[src/rtl/id_stage.sv]
// -----------------------------------------------------------------------------
// id_stage : instruction-decode stage of the 5-stage RV32I pipeline.
//
// Reads the IF/ID register (pc, inst, pc+4). It holds the 32x32 register file
// (written by WB, with write-through to same-cycle reads). It decodes control,
// builds the sign-extended immediate and detects load-use hazards. It also
// owns the ID/EX pipeline register that feeds EX.
//
// Ports
//   clk_i, rst_i            clock; asynchronous active-high reset
//   pc_d_i, inst_d_i,
//   pc4_d_i                 instruction currently in ID
//   flush_i                 EX redirect: kill the ID instruction
//   rd_wb_i, rd_wren_wb_i,
//   rd_data_wb_i            register-file write port from WB
//   stall_o                 combinational load-use stall request to IF
//   *_e_o                   registered ID/EX fields consumed by EX
// -----------------------------------------------------------------------------
module id_stage #(
  parameter logic [31:0] RST_PC   = 32'h0000_0000,
  parameter int unsigned NUM_REGS = 32
) (
  input  logic        clk_i,
  input  logic        rst_i,
  input  logic [31:0] pc_d_i,
  input  logic [31:0] inst_d_i,
  input  logic [31:0] pc4_d_i,
  input  logic        flush_i,
  input  logic [4:0]  rd_wb_i,
  input  logic        rd_wren_wb_i,
  input  logic [31:0] rd_data_wb_i,
  output logic        stall_o,
  output logic [31:0] pc_e_o,
  output logic [31:0] pc4_e_o,
  output logic [31:0] rs1_data_e_o,
  output logic [31:0] rs2_data_e_o,
  output logic [31:0] imm_e_o,
  output logic [4:0]  rs1_e_o,
  output logic [4:0]  rs2_e_o,
  output logic [4:0]  rd_e_o,
  output logic [3:0]  alu_op_e_o,
  output logic        op_a_sel_e_o,
  output logic        op_b_sel_e_o,
  output logic        is_branch_e_o,
  output logic        is_jump_e_o,
  output logic        br_unsigned_e_o,
  output logic [2:0]  funct3_e_o,
  output logic        mem_rden_e_o,
  output logic        mem_wren_e_o,
  output logic        rd_wren_e_o,
  output logic [1:0]  wb_sel_e_o,
  output logic        insn_vld_e_o
);

  localparam logic [6:0] OPC_OP     = 7'h33;
  localparam logic [6:0] OPC_OPIMM  = 7'h13;
  localparam logic [6:0] OPC_LUI    = 7'h37;
  localparam logic [6:0] OPC_AUIPC  = 7'h17;
  localparam logic [6:0] OPC_JAL    = 7'h6F;
  localparam logic [6:0] OPC_JALR   = 7'h67;
  localparam logic [6:0] OPC_BRANCH = 7'h63;
  localparam logic [6:0] OPC_LOAD   = 7'h03;
  localparam logic [6:0] OPC_STORE  = 7'h23;

  typedef enum logic [3:0] {
    ALU_ADD = 4'd0, ALU_SUB  = 4'd1, ALU_SLL = 4'd2, ALU_SLT = 4'd3,
    ALU_SLTU = 4'd4, ALU_XOR = 4'd5, ALU_SRL = 4'd6, ALU_SRA = 4'd7,
    ALU_OR  = 4'd8, ALU_AND  = 4'd9, ALU_PASSB = 4'd10
  } alu_op_e;

  typedef enum logic [1:0] {WB_ALU = 2'd0, WB_MEM = 2'd1, WB_PC4 = 2'd2} wb_sel_e;

  typedef struct packed {
    logic [31:0] pc;
    logic [31:0] pc4;
    logic [31:0] rs1_data;
    logic [31:0] rs2_data;
    logic [31:0] imm;
    logic [4:0]  rs1;
    logic [4:0]  rs2;
    logic [4:0]  rd;
    logic [3:0]  alu_op;
    logic        op_a_sel;
    logic        op_b_sel;
    logic        is_branch;
    logic        is_jump;
    logic        br_unsigned;
    logic [2:0]  funct3;
    logic        mem_rden;
    logic        mem_wren;
    logic        rd_wren;
    logic [1:0]  wb_sel;
    logic        insn_vld;
  } idex_t;

  // funct3 selects the operation; alt (inst[30]) turns ADD->SUB and SRL->SRA.
  function automatic alu_op_e alu_from_funct3(input logic [2:0] f3, input logic alt);
    case (f3)
      3'd0:    return alt ? ALU_SUB : ALU_ADD;
      3'd1:    return ALU_SLL;
      3'd2:    return ALU_SLT;
      3'd3:    return ALU_SLTU;
      3'd4:    return ALU_XOR;
      3'd5:    return alt ? ALU_SRA : ALU_SRL;
      3'd6:    return ALU_OR;
      default: return ALU_AND;
    endcase
  endfunction

  // ---------------------------------------------------------------------------
  // Register file
  // ---------------------------------------------------------------------------
  logic [31:0] rf_q [NUM_REGS];

  // NOTE: sequential state uses non-blocking (<=) so every flop samples the
  // pre-edge values; blocking here would create order-dependent simulation.
  // NOTE: this memory is reset because x1..x31 must read 0 after reset; a
  // plain RAM without that requirement would normally be left unreset.
  always_ff @(posedge clk_i or posedge rst_i) begin
    if (rst_i) begin
      for (int i = 0; i < NUM_REGS; i++) rf_q[i] <= '0;
    end else if (rd_wren_wb_i && (rd_wb_i != 5'd0)) begin
      rf_q[rd_wb_i] <= rd_data_wb_i;
    end
  end

  // ---------------------------------------------------------------------------
  // Decode
  // ---------------------------------------------------------------------------
  logic [6:0]  opcode;
  logic [2:0]  funct3;
  logic [4:0]  rs1_f, rs2_f, rd_f;
  logic [31:0] imm_i, imm_s, imm_b, imm_u, imm_j;

  assign opcode = inst_d_i[6:0];
  assign funct3 = inst_d_i[14:12];
  assign rs1_f  = inst_d_i[19:15];
  assign rs2_f  = inst_d_i[24:20];
  assign rd_f   = inst_d_i[11:7];

  assign imm_i = {{20{inst_d_i[31]}}, inst_d_i[31:20]};
  assign imm_s = {{20{inst_d_i[31]}}, inst_d_i[31:25], inst_d_i[11:7]};
  assign imm_b = {{19{inst_d_i[31]}}, inst_d_i[31], inst_d_i[7],
                  inst_d_i[30:25], inst_d_i[11:8], 1'b0};
  assign imm_u = {inst_d_i[31:12], 12'h000};
  assign imm_j = {{11{inst_d_i[31]}}, inst_d_i[31], inst_d_i[19:12],
                  inst_d_i[20], inst_d_i[30:21], 1'b0};

  idex_t       dec;
  logic        valid, rs1_used, rs2_used, writes_rd;
  logic [4:0]  rs1_idx, rs2_idx;
  logic [31:0] rs1_rdata, rs2_rdata;

  // Unused source indices are zeroed so EX forwarding never matches them.
  assign rs1_idx = rs1_used ? rs1_f : 5'd0;
  assign rs2_idx = rs2_used ? rs2_f : 5'd0;

  // x0 reads 0; a same-cycle WB write to the read index is passed through.
  assign rs1_rdata = (rs1_idx == 5'd0) ? 32'd0 :
                     (rd_wren_wb_i && (rd_wb_i == rs1_idx)) ? rd_data_wb_i : rf_q[rs1_idx];
  assign rs2_rdata = (rs2_idx == 5'd0) ? 32'd0 :
                     (rd_wren_wb_i && (rd_wb_i == rs2_idx)) ? rd_data_wb_i : rf_q[rs2_idx];

  // NOTE: every signal driven here gets a default first, so no path through
  // the case statement can leave it unassigned and infer a latch.
  always_comb begin
    dec       = '0;
    valid     = 1'b0;
    rs1_used  = 1'b0;
    rs2_used  = 1'b0;
    writes_rd = 1'b0;
    case (opcode)
      OPC_OP: begin
        valid = 1'b1; rs1_used = 1'b1; rs2_used = 1'b1; writes_rd = 1'b1;
        dec.alu_op = alu_from_funct3(funct3, inst_d_i[30]);
      end
      OPC_OPIMM: begin
        valid = 1'b1; rs1_used = 1'b1; writes_rd = 1'b1;
        dec.op_b_sel = 1'b1;
        dec.imm      = imm_i;
        // inst[30] is an immediate bit except for the shift-right encodings.
        dec.alu_op   = alu_from_funct3(funct3, (funct3 == 3'd5) && inst_d_i[30]);
      end
      OPC_LUI: begin
        valid = 1'b1; writes_rd = 1'b1;
        dec.op_b_sel = 1'b1;
        dec.imm      = imm_u;
        dec.alu_op   = ALU_PASSB;
      end
      OPC_AUIPC: begin
        valid = 1'b1; writes_rd = 1'b1;
        dec.op_a_sel = 1'b1;
        dec.op_b_sel = 1'b1;
        dec.imm      = imm_u;
        dec.alu_op   = ALU_ADD;
      end
      OPC_JAL: begin
        valid = 1'b1; writes_rd = 1'b1;
        dec.op_a_sel = 1'b1;
        dec.op_b_sel = 1'b1;
        dec.imm      = imm_j;
        dec.alu_op   = ALU_ADD;
        dec.is_jump  = 1'b1;
        dec.wb_sel   = WB_PC4;
      end
      OPC_JALR: begin
        valid = 1'b1; rs1_used = 1'b1; writes_rd = 1'b1;
        dec.op_b_sel = 1'b1;
        dec.imm      = imm_i;
        dec.alu_op   = ALU_ADD;
        dec.is_jump  = 1'b1;
        dec.wb_sel   = WB_PC4;
      end
      OPC_BRANCH: begin
        valid = 1'b1; rs1_used = 1'b1; rs2_used = 1'b1;
        dec.op_a_sel    = 1'b1;
        dec.op_b_sel    = 1'b1;
        dec.imm         = imm_b;
        dec.alu_op      = ALU_ADD;
        dec.is_branch   = 1'b1;
        dec.br_unsigned = funct3[1];   // BLTU / BGEU
      end
      OPC_LOAD: begin
        valid = 1'b1; rs1_used = 1'b1; writes_rd = 1'b1;
        dec.op_b_sel = 1'b1;
        dec.imm      = imm_i;
        dec.alu_op   = ALU_ADD;
        dec.mem_rden = 1'b1;
        dec.wb_sel   = WB_MEM;
      end
      OPC_STORE: begin
        valid = 1'b1; rs1_used = 1'b1; rs2_used = 1'b1;
        dec.op_b_sel = 1'b1;
        dec.imm      = imm_s;
        dec.alu_op   = ALU_ADD;
        dec.mem_wren = 1'b1;
      end
      default: ;
    endcase
    dec.pc       = pc_d_i;
    dec.pc4      = pc4_d_i;
    dec.funct3   = funct3;
    dec.rs1      = rs1_idx;
    dec.rs2      = rs2_idx;
    dec.rs1_data = rs1_rdata;
    dec.rs2_data = rs2_rdata;
    dec.rd       = writes_rd ? rd_f : 5'd0;
    dec.rd_wren  = writes_rd && (rd_f != 5'd0);
    dec.insn_vld = valid;
  end

  // ---------------------------------------------------------------------------
  // Hazard detection and ID/EX register
  // ---------------------------------------------------------------------------
  idex_t idex_q, idex_d;
  logic  load_use;

  assign load_use = idex_q.mem_rden && idex_q.insn_vld && (idex_q.rd != 5'd0) &&
                    ((rs1_used && (rs1_f == idex_q.rd)) ||
                     (rs2_used && (rs2_f == idex_q.rd)));

  // A flush kills the ID instruction anyway, so there is nothing to hold.
  assign stall_o = load_use && !flush_i;

  // Flush, load-use stall and unknown opcodes all issue an all-zero bubble.
  assign idex_d = (flush_i || load_use || !valid) ? '0 : dec;

  always_ff @(posedge clk_i or posedge rst_i) begin
    if (rst_i) begin
      idex_q     <= '0;
      idex_q.pc  <= RST_PC;
      idex_q.pc4 <= RST_PC + 32'd4;
    end else begin
      idex_q <= idex_d;
    end
  end

  assign pc_e_o          = idex_q.pc;
  assign pc4_e_o         = idex_q.pc4;
  assign rs1_data_e_o    = idex_q.rs1_data;
  assign rs2_data_e_o    = idex_q.rs2_data;
  assign imm_e_o         = idex_q.imm;
  assign rs1_e_o         = idex_q.rs1;
  assign rs2_e_o         = idex_q.rs2;
  assign rd_e_o          = idex_q.rd;
  assign alu_op_e_o      = idex_q.alu_op;
  assign op_a_sel_e_o    = idex_q.op_a_sel;
  assign op_b_sel_e_o    = idex_q.op_b_sel;
  assign is_branch_e_o   = idex_q.is_branch;
  assign is_jump_e_o     = idex_q.is_jump;
  assign br_unsigned_e_o = idex_q.br_unsigned;
  assign funct3_e_o      = idex_q.funct3;
  assign mem_rden_e_o    = idex_q.mem_rden;
  assign mem_wren_e_o    = idex_q.mem_wren;
  assign rd_wren_e_o     = idex_q.rd_wren;
  assign wb_sel_e_o      = idex_q.wb_sel;
  assign insn_vld_e_o    = idex_q.insn_vld;

endmodule

[config.mk]
export PLATFORM = sky130hd
export DESIGN_NAME = id_stage
export DESIGN_NICKNAME = d
export VERILOG_FILES = /design/src/rtl/id_stage.sv
export SDC_FILE = /design/constraint.sdc
export NUM_CORES = 2
export LEC_CHECK = 0
export ABC_AREA = 1
export CAP_MARGIN = 20
export CORE_UTILIZATION = 46
export CTS_CLUSTER_DIAMETER = 50
export CTS_CLUSTER_SIZE = 20
export DETAILED_ROUTE_END_ITERATION = 6
export HOLD_SLACK_MARGIN = 0.15
export PLACE_DENSITY = 0.67
export SLEW_MARGIN = 5
export SYNTH_ARGS = -nofsm -noshare
export SYNTH_HDL_FRONTEND = slang
export SYNTH_SLANG_ARGS = --single-unit
[constraint.sdc]
create_clock -name clk_i -period 39.8 [get_ports clk_i]
set_clock_uncertainty 0.1 [all_clocks]
set_input_delay 5.97 -clock clk_i [delete_from_list [all_inputs] [get_ports clk_i]]
set_output_delay 5.97 -clock clk_i [all_outputs]
set_load 0.01 [all_outputs]
After elaboration in Yosys (flattened, before gate mapping):

Index checks and enable logic that the tools add are counted.
W data, S select, Z words.

* register bits after elaboration: 1217
* bits of input ports: 137
* output and inout port bits: 194
* word-level logic and storage cells: 147

* magnitude comparators: 4
* equal/unequal tests: 19
* multiplexer cells: 37
* bitwise logic cells: 3
* reduce and logical (&&, ||, !) cells: 32

Operators by type and width (count)
* $bwmux W1024: 1
* $bmux W32 S5: 2
* $mux W32: 9
* $mux W193: 1
* $demux W32 S5: 1
* $pmux W32 S5: 1
* $pmux W4 S7: 2
* $eq A7 B6 Y1 const B: 3
* $eq A7 B7 Y1 const B: 3
* $eq A5 B5 Y1: 4
* $ge A6 B6 Y1 const B: 3
* $not A5 Y6: 3
* $mux W1: 15
* $mux W5: 3
* $reduce_bool A5 Y1: 3
* $eq A7 B5 Y1 const B: 2
* $logic_and A1 B1 Y1: 12
* $pmux W4 S3: 1
* $logic_not A5 Y1: 2
* $eq A3 B3 Y1 const B: 3
* $reduce_or A3 Y1: 3
* $reduce_or A9 Y1: 1
* $reduce_or A8 Y1: 1
* $eq A7 B2 Y1 const B: 1
* other kinds (10): 15

Longest topological paths before layout:

* depth after elaboration: 11
* gate-level depth with buffers: 19
* depth with buffers taken out: 17

Least setup slack after synthesis:

Ideal clock, no wire load.

* path kind: input to output
* start: input port inst_d_i[0]
* end: output port stall_o
* arrival: 6.913 ns
* data required time: 33.730 ns
* setup slack: 26.817 ns
* cell stages on the path: 7
* buffers on the path: 1
* cells stage by stage: nand2_1 > nor2_4 > nand2_1 > nand3_1 > buf_4 > nand3_1 > nor2_1

* longest elaborated chain between the ends: 7
* elaborated cells on any way between the ends: 15
* classes of those cells: 6 x eq/ne; 2 x mux; 7 x reduce/logical

Ends and longest elaborated chain
* start, declared: line 26 `input logic [31:0] inst_d_i,`
* $eq A7 B2 Y1 (tied with other cells): line 172 `case (opcode)`
* $reduce_or A6 Y1 (no source line) / $reduce_or A3 Y1 (equally long branches)
* $mux W1: line 172
* $logic_and A1 B1 Y1 (on tied branches): line 259, 260
* $logic_or A1 B1 Y1 (*): line 259 `((rs1_used && (rs1_f == idex_q.rd)) ||`
* $logic_and A1 B1 Y1 (*): line 258 `assign load_use = idex_q.mem_rden && idex_q.insn_vld && (idex_q.rd != 5'd0) &&`
* $logic_and A1 B1 Y1 (*): line 263 `assign stall_o = load_use && !flush_i;`
* end, declared: line 32 `output logic stall_o,`

Every way passes the cells marked *; elsewhere a longest branch is shown, timed or not.

Final worst setup path:

Ends and elaborated chain as after synthesis.

==> run metrics <==
Final Hold Fails=0; FF-to-FF Start=rd_e_o[0]$_DFF_PP0_; initial antenna violation count=28; clock sinks=1217; grt ovf=0; input/output buffers=330; Post CTS Setup Buffer Count=0; vias in the first global route=60800; drt total wl=270000 um; Logic pwr share=0.145; register area share after synthesis=0.469; Sw Ratio=0.297; Pre-antenna DRT Iters=7; post_cts resized=0; wire per inst=24.6 um; I/O pins=331; Data required, critical path=33.73 ns; Final Critical Period=14.63 ns; crit path from=inst_d_i[0]; unique cell type count in the Yosys netlist=41; Yosys reg bits=1217; drt first-iter violations=10900; CP Launch Type=input pin; largest cells by area after synthesis=dfrtp_1 47%, nand2_1 17%, o21ai_0 10%, nand3_1 10%, nor2_1 3.5%; Cell Pwr Density=46.9 mW/mm2; final cell count without fillers=11000; Rows=137; Main synth FF type=dfrtp_1; Avg Vias per Cell=6.03; clk_lat worst skew=0.79 ns; Clk network pwr share=0.398; outcome=finished clean; Worst-Margin Slew=1.25 ns; internal power=0.00243 W; Placed Area=0.0686 mm2; die area=0.143 mm2; chip height=378 um; Net Sw Power=0.00102 W; power share of the sequential group=0.457; placed wire-length estimate=138000 um; Routed Antenna Nets=0; largest area contributor in the netlist=dfrtp_1; starting density of the core=0.464; Fin Setup TNS=0 ns; max_slew headroom=0.166; first-pass GRT wire length=399000 um; die width=378 um; Util after Layout=0.526; Final nets=9098; Post-Syn Nets=9312; Area Overhead vs Synth=13.2%; drc violations=0; Post-Place Cells=10700; HP Start=rf_q[998]$_DFFE_PP0P_; share of the synthesized area in the top cell type=0.468; # setup viols final=0; # H-tree levels=4; pin count of the biggest net entering global routing=196; Peak VDD IR=0.0000378 V; CTS buffer count=138; synth warn=0; syn avg cell area=7.08 um2; clk root buf=clkbuf_16; P_leak=35.2 nW; GPL Wtd Cong=0.898; Synth Instances=9175; FMAX=68.4 MHz; crit path kind=input pin to output pin; Worst EP arrival=8.56 ns; layout cells sized above 1=0.0470; hold_ws=0.296 ns; maxcap violations=0; Synth async-reset ratio=1.00; post-route cell area=0.0736 mm2; period utilisation layout=0.368; Mapped Area=0.0650 mm2; Core Area=0.140 mm2; Critical Path Sink Type=output pin; Clk pin slew, worst setup/hold paths=0.07 ns; via count=66100; CTS tree=built; hold_buf cts=0; Critical Path Fanout Max=5; GR Util All Layers=0.374; Hold Crit Class=flip-flop to flip-flop; unrepaired setup endpoints after global routing=no; worst-case clock buffer depth=3; Final Slew Violations=0; number of synthesized flops with an enable pin=0
==> flip-flops by register name (all words and copies together), names as in the netlist, 2 cells and up <==
signal / flops
rs2_data_e_o: 32
alu_op_e_o: 4
rs2_e_o: 5
pc4_e_o: 32
imm_e_o: 32
wb_sel_e_o: 2
rs1_e_o: 5
rs1_data_e_o: 32
pc_e_o: 32
rd_e_o: 5
rf_q: 1024
funct3_e_o: 3
==> logic make-up after synthesis <==
group                     synth area share
AOI/OAI and AO/OA                    0.130
xor gates and xnor gates           0.00202
buffers and inverters               0.0845
and+or+nand+nor                      0.314
DFF                                  0.469
==> metrics by stage <==
| step | setup slack (ns) | power (W) |
|---|---|---|
| after floorplan | 16.92 | 0.00194 |
| after global placement | 25.18 | 0.00206 |
| after detailed placement | 25.20 | 0.00208 |
| after CTS | 25.20 | 0.00344 |
| after global routing | 25.08 | 0.00361 |
| final | 25.17 | 0.00345 |
==> area by class of cell <==
cell class / count / area (um2)
fill: 13500 / 66300
sequential: 1217 / 30500
multi-input combinational: 6573 / 29300
timing repair buffer: 441 / 4320
clock buffer: 158 / 3720
tap: 1876 / 2350
inverter: 590 / 2240
clock inverter: 88 / 1090
antenna: 13 / 32.5
==> path summary, 6_finish.rpt <==
kind	end	slack [ns]	cells past startpoint
setup / recovery	stall_o	25.17	10
hold / removal	rf_q[998]$_DFFE_PP0P_	0.30	0
setup reg to reg	rs2_data_e_o[17]$_DFF_PP0_	35.73	11
hold reg to reg	rf_q[998]$_DFFE_PP0P_	0.30	0
max in group asynchronous	rf_q[156]$_DFFE_PP0P_	31.11	5
min in group asynchronous	pc4_e_o[8]$_DFF_PP0_	5.51	2
==> metal layers <==
layer	wire, um	GRT usage
met1	102000	0.500
met3	39700	0.115
met4	14300	0.190
met2	113000	0.546
met5	90	0
==> power groups by stage <==
stage	clock [W]	sequential (W)	combinational [W]
CTS	0.00138	0.00157	0.000494
detailed placement	0	0.00159	0.000492
global route	0.00143	0.00160	0.000577
finish	0.00137	0.00158	0.000500
floorplan	0	0.00157	0.000376
global placement	0	0.00158	0.000477
==> cells in the mapped netlist (all sizes together) (2+ instances only) <==
cell type	number
o31ai	9
o22ai	59
a21boi	32
clkbuf	530
a22oi	5
nor2	607
inv	588
xnor2	5
nand3	1300
dfrtp	1216
o21a	6
nor3	28
xor2	10
buf	265
o211ai	5
nand4	49
a21oi	127
clkinv	2
a211oi	3
o21ai	1330
and2	7
nand2	2949
o2111ai	32
nor4	2
a22o	6
==> worst max-delay path, cell delays in order <==
cell and delay, ns:
clkdlybuf4s50_1 0.52, nand2_1 0.15, nor2_4 0.20, nand2_1 0.13, nand2_1 0.39, nand4_1 0.15, nand2_1 0.20, nand3_1 0.18
nor2_1 0.14, clkdlybuf4s50_1 0.54
==> layout by cell type, fill, tap and decap left out, types with 32 or more instances in the layout <==
cell             instances
clkbuf_16              141
nand4_1                 49
nand3_1               1297
clkdlybuf4s50_1        327
o21ai_0               1315
inv_1                  577
o22ai_1                 59
nand2_1               2914
nor2_1                 592
o2111ai_1               32
buf_4                   98
a21boi_0                32
dfrtp_1               1216
a21oi_1                127
No activity file was read; power rests on OpenSTA's default activity.
